File: src/rtl/am_mod_profile_scheduler.sv
// am_mod_profile_scheduler
// Steps the AM DDS DSB modulator through a table of (tuning word, amplitude,
// dwell) profiles. Each profile is held for max(dwell,1) clocks with no gap
// cycles. A sweep can run once or loop, and it can be aborted at any time.
// The outputs are muted whenever the scheduler is idle. The table can only be
// written while idle; a write attempted during a sweep is dropped and flagged.
module am_mod_profile_scheduler #(
   parameter int NPROF   = 8,
   parameter int AW      = 3,
   parameter int DWELL_W = 24
) (
   input  logic               clk,
   input  logic               rst,
   input  logic               cfg_we,
   input  logic [AW-1:0]      cfg_addr,
   input  logic [31:0]        cfg_freq,
   input  logic [7:0]         cfg_amp,
   input  logic [DWELL_W-1:0] cfg_dwell,
   input  logic               start,
   input  logic               stop,
   input  logic               loop_en,
   input  logic [AW-1:0]      last_idx,
   output logic [31:0]        carrier_freq,
   output logic [7:0]         amplitude,
   output logic [AW-1:0]      prof_idx,
   output logic               prof_strobe,
   output logic               busy,
   output logic               done,
   output logic               cfg_err
);

   typedef enum logic {
      IDLE = 1'b0,
      RUN  = 1'b1
   } state_t;

   state_t               state_q, state_d;
   logic [31:0]          carrier_q, carrier_d;
   logic [7:0]           amp_q, amp_d;
   logic [AW-1:0]        idx_q, idx_d;
   logic [AW-1:0]        last_q, last_d;
   logic [DWELL_W-1:0]   cnt_q, cnt_d;
   logic                 strobe_q, strobe_d;
   logic                 busy_q, busy_d;
   logic                 done_q, done_d;
   logic                 err_q, err_d;

   logic [31:0]          freq_tab_q  [NPROF];
   logic [7:0]           amp_tab_q   [NPROF];
   logic [DWELL_W-1:0]   dwell_tab_q [NPROF];

   logic                 tab_we;
   logic                 load_en;
   logic [AW-1:0]        load_idx;
   logic [DWELL_W-1:0]   load_dwell;

   // Table writes are only accepted while no sweep is running.
   assign tab_we = cfg_we && (state_q == IDLE);

   // Profile table storage; cleared by reset so a fresh sweep plays silence.
   always_ff @(posedge clk or posedge rst) begin
      if (rst) begin
         for (int i = 0; i < NPROF; i++) begin
            freq_tab_q[i]  <= '0;
            amp_tab_q[i]   <= '0;
            dwell_tab_q[i] <= '0;
         end
      end else if (tab_we) begin
         freq_tab_q[cfg_addr]  <= cfg_freq;
         amp_tab_q[cfg_addr]   <= cfg_amp;
         dwell_tab_q[cfg_addr] <= cfg_dwell;
      end
   end

   // Next-state logic for the sweep FSM. A single load path presents a new
   // profile; the table is read from current contents, so a write landing on
   // the same edge as a start does not affect the entry being loaded.
   always_comb begin
      state_d    = state_q;
      carrier_d  = carrier_q;
      amp_d      = amp_q;
      idx_d      = idx_q;
      last_d     = last_q;
      cnt_d      = cnt_q;
      strobe_d   = 1'b0;
      busy_d     = busy_q;
      done_d     = 1'b0;
      err_d      = cfg_we && (state_q == RUN);
      load_en    = 1'b0;
      load_idx   = '0;
      load_dwell = '0;

      case (state_q)
         IDLE: begin
            carrier_d = '0;
            amp_d     = '0;
            busy_d    = 1'b0;
            if (start && !stop) begin
               load_en  = 1'b1;
               load_idx = '0;
               last_d   = last_idx;
               busy_d   = 1'b1;
               state_d  = RUN;
            end
         end
         RUN: begin
            if (stop) begin
               state_d   = IDLE;
               carrier_d = '0;
               amp_d     = '0;
               busy_d    = 1'b0;
            end else if (cnt_q != '0) begin
               cnt_d = cnt_q - 1'b1;
            end else if (idx_q != last_q) begin
               load_en  = 1'b1;
               load_idx = idx_q + 1'b1;
            end else if (loop_en) begin
               load_en  = 1'b1;
               load_idx = '0;
            end else begin
               state_d   = IDLE;
               carrier_d = '0;
               amp_d     = '0;
               busy_d    = 1'b0;
               done_d    = 1'b1;
            end
         end
         default: begin
            state_d = IDLE;
         end
      endcase

      if (load_en) begin
         load_dwell = dwell_tab_q[load_idx];
         carrier_d  = freq_tab_q[load_idx];
         amp_d      = amp_tab_q[load_idx];
         idx_d      = load_idx;
         strobe_d   = 1'b1;
         cnt_d      = (load_dwell == '0) ? '0 : load_dwell - 1'b1;
      end
   end

   // State and registered outputs; reset mutes the modulator immediately.
   always_ff @(posedge clk or posedge rst) begin
      if (rst) begin
         state_q   <= IDLE;
         carrier_q <= '0;
         amp_q     <= '0;
         idx_q     <= '0;
         last_q    <= '0;
         cnt_q     <= '0;
         strobe_q  <= 1'b0;
         busy_q    <= 1'b0;
         done_q    <= 1'b0;
         err_q     <= 1'b0;
      end else begin
         state_q   <= state_d;
         carrier_q <= carrier_d;
         amp_q     <= amp_d;
         idx_q     <= idx_d;
         last_q    <= last_d;
         cnt_q     <= cnt_d;
         strobe_q  <= strobe_d;
         busy_q    <= busy_d;
         done_q    <= done_d;
         err_q     <= err_d;
      end
   end

   assign carrier_freq = carrier_q;
   assign amplitude    = amp_q;
   assign prof_idx     = idx_q;
   assign prof_strobe  = strobe_q;
   assign busy         = busy_q;
   assign done         = done_q;
   assign cfg_err      = err_q;

endmodule

File: config.mk
export PLATFORM = sky130hd
export DESIGN_NAME = am_mod_profile_scheduler
export DESIGN_NICKNAME = d
export VERILOG_FILES = /design/src/rtl/am_mod_profile_scheduler.sv
export SDC_FILE = /design/constraint.sdc
export NUM_CORES = 1
export LEC_CHECK = 0
export ABC_AREA = 1
export BUFFER_PORTS_ARGS = -buffer_cell sky130_fd_sc_hd__buf_2
export CAP_MARGIN = 0
export CORE_MARGIN = 4
export CORE_UTILIZATION = 48
export DETAILED_ROUTE_END_ITERATION = 8
export SETUP_SLACK_MARGIN = 0.15
export SLEW_MARGIN = 20
export SYNTH_ARGS = -nofsm -noshare
export SYNTH_HDL_FRONTEND = slang
export SYNTH_SLANG_ARGS = --single-unit
File: constraint.sdc
create_clock -name clk -period 32 [get_ports clk]
set_input_delay 3.2 -clock clk [delete_from_list [all_inputs] [get_ports clk]]
set_output_delay 3.2 -clock clk [all_outputs]
set_load 0.05 [all_outputs]
* Word-level counts from Yosys, hierarchy flattened *
Cells that the tools add are included.

operators by class
  eq/ne operators = 8
  multiplexer cells = 59
  reduce and logical (&&, ||, !) cells = 13
  order comparisons = 3
  $add $sub $neg = 3
  bitwise logic cells = 3

operators by type and width
  kind                                                number
  bitwise mux 256 bit                                 1
  two-way mux 32 bit                                  8
  bitwise mux 192 bit                                 1
  two-way mux 24 bit                                  8
  binary-select mux 32 bit (select 3 bit)             1
  demux 32 bit (select 3 bit)                         1
  binary-select mux 24 bit (select 3 bit)             1
  demux 24 bit (select 3 bit)                         1
  bitwise mux 64 bit                                  1
  two-way mux 8 bit                                   8
  one-hot mux 32 bit (2 select lines)                 1
  subtractor 24 x 1 -> 24 bit, second input constant  2
  binary-select mux 8 bit (select 3 bit)              1
  demux 8 bit (select 3 bit)                          1
  zero test 24 bit                                    1
  nonzero test 24 bit                                 1
  two-way mux 1 bit                                   17
  one-hot mux 8 bit (2 select lines)                  1
  two-way mux 3 bit                                   3
  != test 3 bit, second input constant                3
  AND reduction 3 bit                                 3
  >= comparator 4 bit, second input constant          2
  != test 4 bit, second input constant                2
  NOT 3 -> 4 bit                                      2
  12 further kinds                                    18

word-level totals
  output and inout port bits = 47
  input port bits = 76
  flip-flop bits (word level) = 587
  word-level logic and storage cells = 123

* Logic depth before layout (Yosys ltp) *
Gate-level depths: netlist of the first run.

  depth in word-level cells = 12
  gate-level depth with buffers = 24
  depth with buffers taken out = 23

* Worst setup path after synthesis of the first run *
No wires, ideal clock.

  path type = input to register
  from = input stop
  to = register cnt_q[16]
  path slack = 26.622 ns
  data arrival time = 5.258 ns
  stages on the path = 18
  library setup time = 0.120 ns
  data required time = 31.880 ns
  buffers on the path = 1
  path through = inv_1 > nand2_1 > nor3_1 > nand3_4 > inv_2 > buf_2 > nand3_1 > nand2_1 > ha_1 > nand2_1 > nor2_4 > nand2_1 > nor2_2 > nand2_1 > nand2_1 > nand2_1 > nand2_1 > a21oi_1

on the way
  word-level cells in the longest chain between the ends = 9
  elaborated cells on any way between the ends = 19
  those cells by class = 1 x add/sub; 1 x eq/ne; 10 x mux; 1 x bitwise; 6 x reduce/logical

ends and longest elaborated chain
  element                                                                 RTL line  text
  start, declared                                                         20        input logic stop,
  two-way mux 3 bit                                                       107       if (stop) begin
  one-hot mux 3 bit (2 select lines)                                      93        case (state_q)
  NOT 3 -> 4 bit (not written as such)                                    134       load_dwell = dwell_tab_q[load_idx];
  binary-select mux 24 bit (select 3 bit)                                 134
  two-way mux 24 bit (not written as such) (2 in a row)                   134
  subtractor 24 x 1 -> 24 bit / zero test 24 bit (equally long branches)  139       cnt_d = (load_dwell == '0) ? '0 : load_dwell - 1'b1;
  two-way mux 24 bit                                                      139
  two-way mux 24 bit                                                      133       if (load_en) begin
  end signal, assigned                                                    162       cnt_q <= cnt_d;
  end, declared                                                           42        logic [DWELL_W-1:0] cnt_q, cnt_d;

Several ways; a longest one is shown, not always the timed one. The select of a mux whose other input is x is not followed.
A chain may end at the register's enable or synchronous reset.

* Worst setup path in the final report of the first run *
  from = input stop
  to = register cnt_q[4]

The elaborated chain is that of the path after synthesis.

==> results of run 1 <==
-- state kept, by name, indices dropped and copies added, names as in the netlist --
name          flops
prof_strobe       1
carrier_freq     32
freq_tab_q      256
dwell_tab_q     192
done              1
last_q            3
amplitude         8
prof_idx          3
cnt_q            24
state_q           1
busy              1
cfg_err           1
amp_tab_q        64
-- cell usage after synthesis, types with 6 or more instances --
library cell | count | area (sq um)
dfrtp_1 | 587 | 14700
xor2_1 | 15 | 131
a22oi_1 | 6 | 45.0
o211ai_1 | 40 | 300
nor2_2 | 7 | 43.8
buf_1 | 9 | 33.8
nor2_1 | 298 | 1120
nand2_1 | 871 | 3270
nand4_1 | 8 | 50.1
clkbuf_1 | 182 | 683
nand2_2 | 9 | 56.3
buf_4 | 12 | 90.1
a32oi_1 | 39 | 342
nor3_1 | 12 | 60.1
o21ai_1 | 8 | 40.0
o21ai_0 | 596 | 2980
buf_6 | 12 | 135
buf_2 | 22 | 110
xnor2_1 | 6 | 52.6
nand3_1 | 293 | 1470
a21oi_1 | 158 | 791
inv_2 | 10 | 37.5
nand3b_1 | 23 | 173
inv_1 | 243 | 912
-- final timing paths --
path / from / end / slack [ps] / depth (start not counted)
worst max-delay path: stop / cnt_q[4] / 25230 / 20
worst max register to register: cnt_q[0] / carrier_freq[19] / 27000 / 17
worst min-delay path: freq_tab_q[245] / freq_tab_q[245] / 470 / 2
min in group asynchronous: rst / freq_tab_q[91] / 2770 / 2
max in group asynchronous: rst / dwell_tab_q[137] / 27680 / 3
worst min register to register: freq_tab_q[245] / freq_tab_q[245] / 470 / 2
-- layer usage --
layer,part of all wire (%),vias up
met5,0.016,-
met4,2.0,2
li1,-,11400
met2,47,729
met1,45,11500
met3,5.9,120
-- power groups by stage --
stage	Sequential [mW]	Combinational, mW	Clock, mW
after CTS	1.01	0.402	0.749
after floorplan	1.02	0.296	0
final	1.01	0.399	0.735
after global placement	1.02	0.387	0
after global routing	1.04	0.466	0.783
after detailed placement	1.02	0.400	0
-- area by class of cell --
cell class                 count  area share (%)
sequential                   587            47.5
multi-input combinational   2416            36.6
clock buffer                 103            6.42
inverter                     257            3.14
tap                          765            3.10
timing repair buffer         155            2.87
clock inverter                11           0.291
antenna                        2          0.0162
-- stage by stage --
| step | instance area (sq um) | hold slack [ps] | std cells | power (mW) | setup slack, ps |
|---|---|---|---|---|---|
| after floorplan | 27900 | 444 | 3497 | 1.31 | 12370 |
| after global placement | 28800 | 459 | 4180 | 1.41 | 24670 |
| after detailed placement | 28800 | 465 | 4180 | 1.42 | 24630 |
| after CTS | 30900 | 478 | 4294 | 2.16 | 25240 |
| after global routing | 30900 | 492 | 4295 | 2.28 | 24750 |
| final | 30900 | 475 | 4296 | 2.15 | 25230 |
-- tightest hold or removal path, cell delays in order, from the launching register on --
cell	delay, ps
dfrtp_1	330
nand2_1	50
o21ai_0	60
-- cells by family (layout without fill, tap and decap cells) --
family          count (synthesis)  after routing
compound gates                851            851
xor+xnor                       21             21
fa+ha+maj                       5              5
buf+inv                       494            526
flops                         587            587
mux                             1              1
other cells                     0              2
simple gates                 1538           1538
==> metrics.md, run 1 <==
| Metric | Value |
|---|---|
| Status | `finished, final reports clean` |
| Clock buffer depth | `3` |
| Most Frequent Cell on Critical Path | `nand2_1` |
| Async set-or-reset flop fraction in the synthesized netlist | `100%` |
| DIE AREA | `0.0622 sq mm` |
| Die height | `roughly 250 um` |
| Post-detailed-routing wire length | `79,700 um` |
| CTS-repair resized insts | `0` |
| Slew @ Worst Pin | `approximately 1100 ps` |
| Total track usage | `between 20% and 30%` |
| Layout fillers | `between 5,000 and 6,000` |
| Seq pwr share | `a little under half` |
| # setup viols final | `0` |
| FF+latch count, synth | `between 500 and 600` |
| Min Tclk post-route | `approximately 6800 ps` |
| Vias/cell | `about 5.5` |
| Router iterations before antenna repair | `5` |
| Max-cap viol count | `0` |
| DP HPWL | `45,800 um` |
| RSZ-0062 raised after global routing | `false` |
| Cell-by-cell trace of the critical path | `buf_2 > inv_1 > nand2_1 > nor2_1 > nand2_1 > inv_2 > buf_4 > nand2_8 > buf_4 > nand2_1 > nand3_1 > nand3_1 > nand2_1 > nand2_1 > nor2_1 > nand3_1 > nor2_2 > nor2_4 > nand2_1 > a22oi_1` |
| Largest family of logic cells by synthesized area | `simple AND/OR/NAND/NOR gates` |
| Fmax | `around 150 MHz` |
| Seq/Total Area, Yosys | `~53%` |
| DRT iter0 DRCs | `1,896` |
| Setup Buffers After CTS | `0` |
| Critical Path Fanout Max | `95` |
| PD cells | `around 70 mW/mm^2` |
| CP Launch Type | `input port` |
| CP Class | `in2reg` |
| CTS clock-pin slew for the worst setup and hold paths | `50 ps` |
| Multiplexer area fraction after synthesis | `0.0403%` |
| Max Clock Skew | `21.8 ps` |
| Post-synthesis compound-gate area fraction | `between 10% and 20%` |
| H-tree depth reported by CTS | `3` |
| Vias in the first global route | `23,300` |
| Leading cell types in the layout, fill and taps excluded | `nand2_1 (869), o21ai_0 (596), dfrtp_1 (587)` |
| Clk pwr share | `approximately a third` |
| # rows | `a little under 90` |
| Layout Area Growth over Synthesis | `10.6%` |
| Synth Instances | `approximately 3,500` |
| Mean Syn Cell Area | `between 7 and 8 sq um` |
| FF/Latch Area | `0.0147 sq mm` |
| Routed wire per std cell | `roughly 19 um` |
| TNS Setup | `0 ps` |
| First-pass GRT wire length | `about 130,000 um` |
| Synth Cell Area | `approximately 0.028 sq mm` |
| WP buf/inv | `5` |
| Most common cell after layout, fill and taps aside | `nand2_1` |
| Worst path slowest cell | `buf_4` |
| Gr busiest metal | `met2` |
| Layout Nets | `3,565` |
| Met2 Use GR | `a little over two fifths` |
| Post-Synth Simple-Gate Area | `approximately 23%` |
| Largest net degree at the start of global routing | `172` |
| Critical Path RT | `around 32,000 ps` |
| Post-synth EDFFs | `0` |
| Top FF cell, synth | `dfrtp_1` |
| Met3 usage | `roughly 3.6%` |
| Syn Nets | `roughly 3,600` |
| Global route overflow | `0` |
| P_leak | `approximately 15 nW` |
| Hold_buf cts | `0` |
| Hold Crit Class | `reg2reg` |
| Worst-Skew Late Latency | `approximately 590 ps` |
| Sw power | `approximately 0.65 mW` |
| Routed Antenna Nets | `0` |
| Max_slew headroom | `23.6%` |
| Synth warn | `0` |
| Initial Utilization | `between 40% and 50%` |
| DR vias | `~24,000` |
| Core ar. | `slightly below 0.06 sq mm` |
| VDD IR max | `~0.039 mV` |
| Crit end category | `register` |
| IO Pins | `~120` |
| Crit-path max cell delay | `580 ps` |
| Gp weighted congestion | `approximately 0.9` |
| Multi-input gate area | `0.0113 sq mm` |
| Root Buffer | `clkbuf_16` |
| WP data arrival | `between 7000 and 8000 ps` |
| Largest delay contributor family on the critical path | `simple AND/OR/NAND/NOR gates` |
| Synth unique cells | `39` |
| Final Core Density | `a little over half` |
| Clk sink count | `about 600` |
| Slew Viols, Final | `0` |
| Adder-cell area share of the yosys netlist | `0.224%` |
| Period utilisation layout | `a little over a fifth` |
| CTS tree | `done` |
| Sw Ratio | `between 30% and 40%` |
| Layout cell share with drive strength beyond 1 | `between 8 and 9%` |
| Die Wd | `about 250 um` |
| Initial antenna violation count | `3` |
| Synth Area in XOR/XNOR | `less than 1%` |
| Met1 Use GR | `a little over a third` |
| Combinational share of power | `about a fifth` |
| CTS Buf Count | `67` |
| Final Hold Viols | `0` |
| P_int | `around 1.5 mW` |
| Drt drc | `0` |
| Port Buffers | `roughly 120` |
(Power assumes the default switching activity.)
==> run 2: changes to the inputs <==
==> constraint.sdc (replaced) <==
create_clock -name clk -period 6.6 [get_ports clk]
set_input_delay 0.66 -clock clk [delete_from_list [all_inputs] [get_ports clk]]
set_output_delay 0.66 -clock clk [all_outputs]
set_load 0.05 [all_outputs]
==> run 2 against run 1 <==
Compared with the run above: first-iteration DRC count fell by 1.8%; critical path depth up 1; final area up 0.64%; register-to-register slack lost 25000 ps; sequential share of layout area fell by 0.30 points; final cell count about the same; clock power rose to 5.0 times the previous value; count of clock-buffer cells in the layout decreased by 12; clock skew about the same; non-clock buffer count grew 5.
==> metrics.md, run 2 (synthesis gave the netlist of run 1 again) <==
| Metric | Value |
|---|---|
| Max Clock Skew | `22.3 ps (was 21.8 ps)` |
| Pwr Total | `10.6 mW (was 2.15 mW)` |
| PD cells | `340 mW/mm^2 (was 69.5 mW/mm^2)` |
| First-pass GRT wire length | `129,000 um (about the same)` |
| TNS Setup | `0 ps (unchanged)` |
| Combinational share of power | `18.4% (was 18.6%)` |
| P_int | `7.39 mW (was 1.50 mW)` |
| Hold Slack | `98.3 ps (was 475 ps)` |
| Most Frequent Cell on Critical Path | `nand2_1 (unchanged)` |
| Routed Antenna Nets | `0 (unchanged)` |
| Root Buffer | `clkbuf_16 (unchanged)` |
| Core ar. | `0.0577 sq mm (unchanged)` |
| Die height | `249 um (unchanged)` |
| Status | `finished, final reports clean (unchanged)` |
| Sw Ratio | `30.0% (was 30.2%)` |
| Hold_buf cts | `0 (unchanged)` |
| Layout Area Growth over Synthesis | `11.3% (was 10.6%)` |
| Largest Register | `freq_tab_q (unchanged)` |
| Global route overflow | `0 (unchanged)` |
| Crit end category | `register (unchanged)` |
| CTS Buf Count | `66 (was 67)` |
| Worst-Skew Late Latency | `610 ps (was 590 ps)` |
| CP Launch Type | `register (was input port)` |
| WP data arrival | `4800 ps (was 7250 ps)` |
| Most common cell after layout, fill and taps aside | `nand2_1 (unchanged)` |
| Max FFs per register | `256 (unchanged)` |
| Clk sink count | `587 (unchanged)` |
| Biggest regs | `freq_tab_q (256), dwell_tab_q (192), amp_tab_q (64) (unchanged)` |
| Min Tclk post-route | `between 4000 and 5000 ps` |
| Slew @ Worst Pin | `1100 ps (was 1150 ps)` |
| DR vias | `23,900 (was 23,800)` |
| Die Wd | `249 um (unchanged)` |
| P_leak | `15.0 nW (was 14.9 nW)` |
| Clk pwr share | `35.1% (was 34.2%)` |
| Layout fillers | `5,415 (was 5,537)` |
| Final Hold Viols | `0 (unchanged)` |
| DRT iter0 DRCs | `1,861 (was 1,896)` |
| Clock buffer depth | `3 (unchanged)` |
| Seq pwr share | `46.5% (was 47.2%)` |
| Fin cells | `4,300 (was 4,296)` |
| Hold Crit Class | `in2async (was reg2reg)` |
| CTS clock-pin slew for the worst setup and hold paths | `60 ps (was 50 ps)` |
| Vias/cell | `5.57 (was 5.53)` |
| Slew Viols, Final | `0 (unchanged)` |
| Critical Path Fanout Max | `24 (was 95)` |
| Vias in the first global route | `23,200 (was 23,300)` |
| Gp weighted congestion | `0.896 (was 0.907)` |
| Initial Utilization | `48.4% (unchanged)` |
| Largest net degree at the start of global routing | `133 (was 172)` |
| Cell-by-cell trace of the critical path | `inv_1 > ha_1 > inv_1 > nor2_1 > nand2_1 > nor2_1 > nand2_2 > nor2_8 > nand3_4 > inv_2 > nand3_1 > nand2_1 > ha_1 > nand2_1 > nor2_4 > nand2_1 > nor2_2 > nand3_1 > nand2_1 > nand2_1 > a21oi_1 (was buf_2 > inv_1 > nand2_1 > nor2_1 > nand2_1 > inv_2 > buf_4 > nand2_8 > buf_4 > nand2_1 > nand3_1 > nand3_1 > nand2_1 > nand2_1 > nor2_1 > nand3_1 > nor2_2 > nor2_4 > nand2_1 > a22oi_1)` |
| Layout cell share with drive strength beyond 1 | `8.89% (was 8.53%)` |
| Leading cell types in the layout, fill and taps excluded | `nand2_1 (869), o21ai_0 (596), dfrtp_1 (587) (unchanged)` |
| WP buf/inv | `3 (was 5)` |
| # setup viols final | `0 (unchanged)` |
| Largest delay contributor family on the critical path | `simple AND/OR/NAND/NOR gates (unchanged)` |
| DP HPWL | `47,300 um (was 45,800 um)` |
| CP Class | `reg2reg (was in2reg)` |
| Max_slew headroom | `26.4% (was 23.6%)` |
| Initial antenna violation count | `2 (was 3)` |
| Placed Cells | `4,183 (was 4,180)` |
| H-tree depth reported by CTS | `3 (unchanged)` |
| DIE AREA | `0.0622 sq mm (unchanged)` |
| Max-cap viol count | `0 (unchanged)` |
| # rows | `88 (unchanged)` |
| Total track usage | `25.6% (was 25.5%)` |
| Crit-path max cell delay | `680 ps (was 580 ps)` |
| Router iterations before antenna repair | `6 (was 5)` |
| CTS tree | `done (unchanged)` |
| Sw power | `3.17 mW (was 0.648 mW)` |
| VDD IR max | `0.245 mV (was 0.0387 mV)` |
| Post-detailed-routing wire length | `80,200 um (was 79,700 um)` |
| Routed wire per std cell | `18.6 um (about the same)` |
| Port Buffers | `122 (unchanged)` |
| Period utilisation layout | `64.7%` |
| Drt drc | `0 (unchanged)` |
| Critical Path RT | `7130 ps (was 32,480 ps)` |
| IO Pins | `123 (unchanged)` |
| Setup Buffers After CTS | `0 (unchanged)` |
| Fmax | `~230 MHz` |
| CTS-repair resized insts | `0 (unchanged)` |
| RSZ-0062 raised after global routing | `false (unchanged)` |
| Layout Nets | `3,569 (was 3,565)` |
| Worst path slowest cell | `inv_2 (was buf_4)` |
==> run 2: changes by cell type in the layout (fill, tap and decap cells not counted), moves of 2 or more <==
cell / previous run / this run
clkinv_8: 0 / 2
clkbuf_1: 21 / 13
buf_4: 30 / 32
clkbuf_8: 13 / 9
clkinv_2: 7 / 12
bufinv_16: 1 / 5
buf_12: 2 / 5
==> run 2: per-stage QoR <==
step	setup WS, ps	util, %	area, sq um
after floorplan	-2060	-	28000
after global placement	2420	50.0	28900
after detailed placement	2370	50.0	28900
after CTS	2350	53.8	31100
after global routing	2010	53.9	31100
final	2330	53.9	31100
==> run 2: cell type report <==
cell class                      instances  area [sq um]  share of cell area, %
Antenna cell                            1          2.50                0.00804
Clock buffer                           91          1900                   6.10
Clock inverter                         23           288                  0.925
Inverter                              257           968                   3.11
Multi-Input combinational cell       2416         11300                   36.4
Sequential cell                       587         14700                   47.2
Tap cell                              765           957                   3.08
Timing Repair Buffer                  160           978                   3.14
==> run 2: metal layers <==
| layer | up-vias | part of all wire [%] | GRT usage, % |
|---|---|---|---|
| met5 | - | 0.016 | 0 |
| met4 | 2 | 2.2 | 6.71 |
| met3 | 127 | 5.2 | 3.38 |
| met2 | 677 | 47 | 42.0 |
| met1 | 11700 | 45 | 36.2 |
| li1 | 11400 | - | - |
==> run 2: final timing paths <==
path,from,slack [ps],cells after the start,to
hold reg to reg,amp_tab_q[59],480,2,amp_tab_q[59]
setup / recovery,cnt_q[0],2330,21,cnt_q[16]
max in group asynchronous,rst,5330,4,freq_tab_q[199]
hold / removal,rst,100,2,freq_tab_q[94]
setup reg to reg,cnt_q[0],2330,21,cnt_q[16]
min in group clk,cfg_we,270,3,cfg_err
==> run 2: power by group through the flow <==
stage | combinational [mW] | sequential (mW) | clock [mW]
floorplan | 1.44 | 4.93 | 0
global placement | 1.88 | 4.94 | 0
detailed placement | 1.94 | 4.97 | 0
CTS | 1.95 | 4.91 | 3.78
global route | 2.26 | 5.02 | 3.93
finish | 1.94 | 4.92 | 3.71
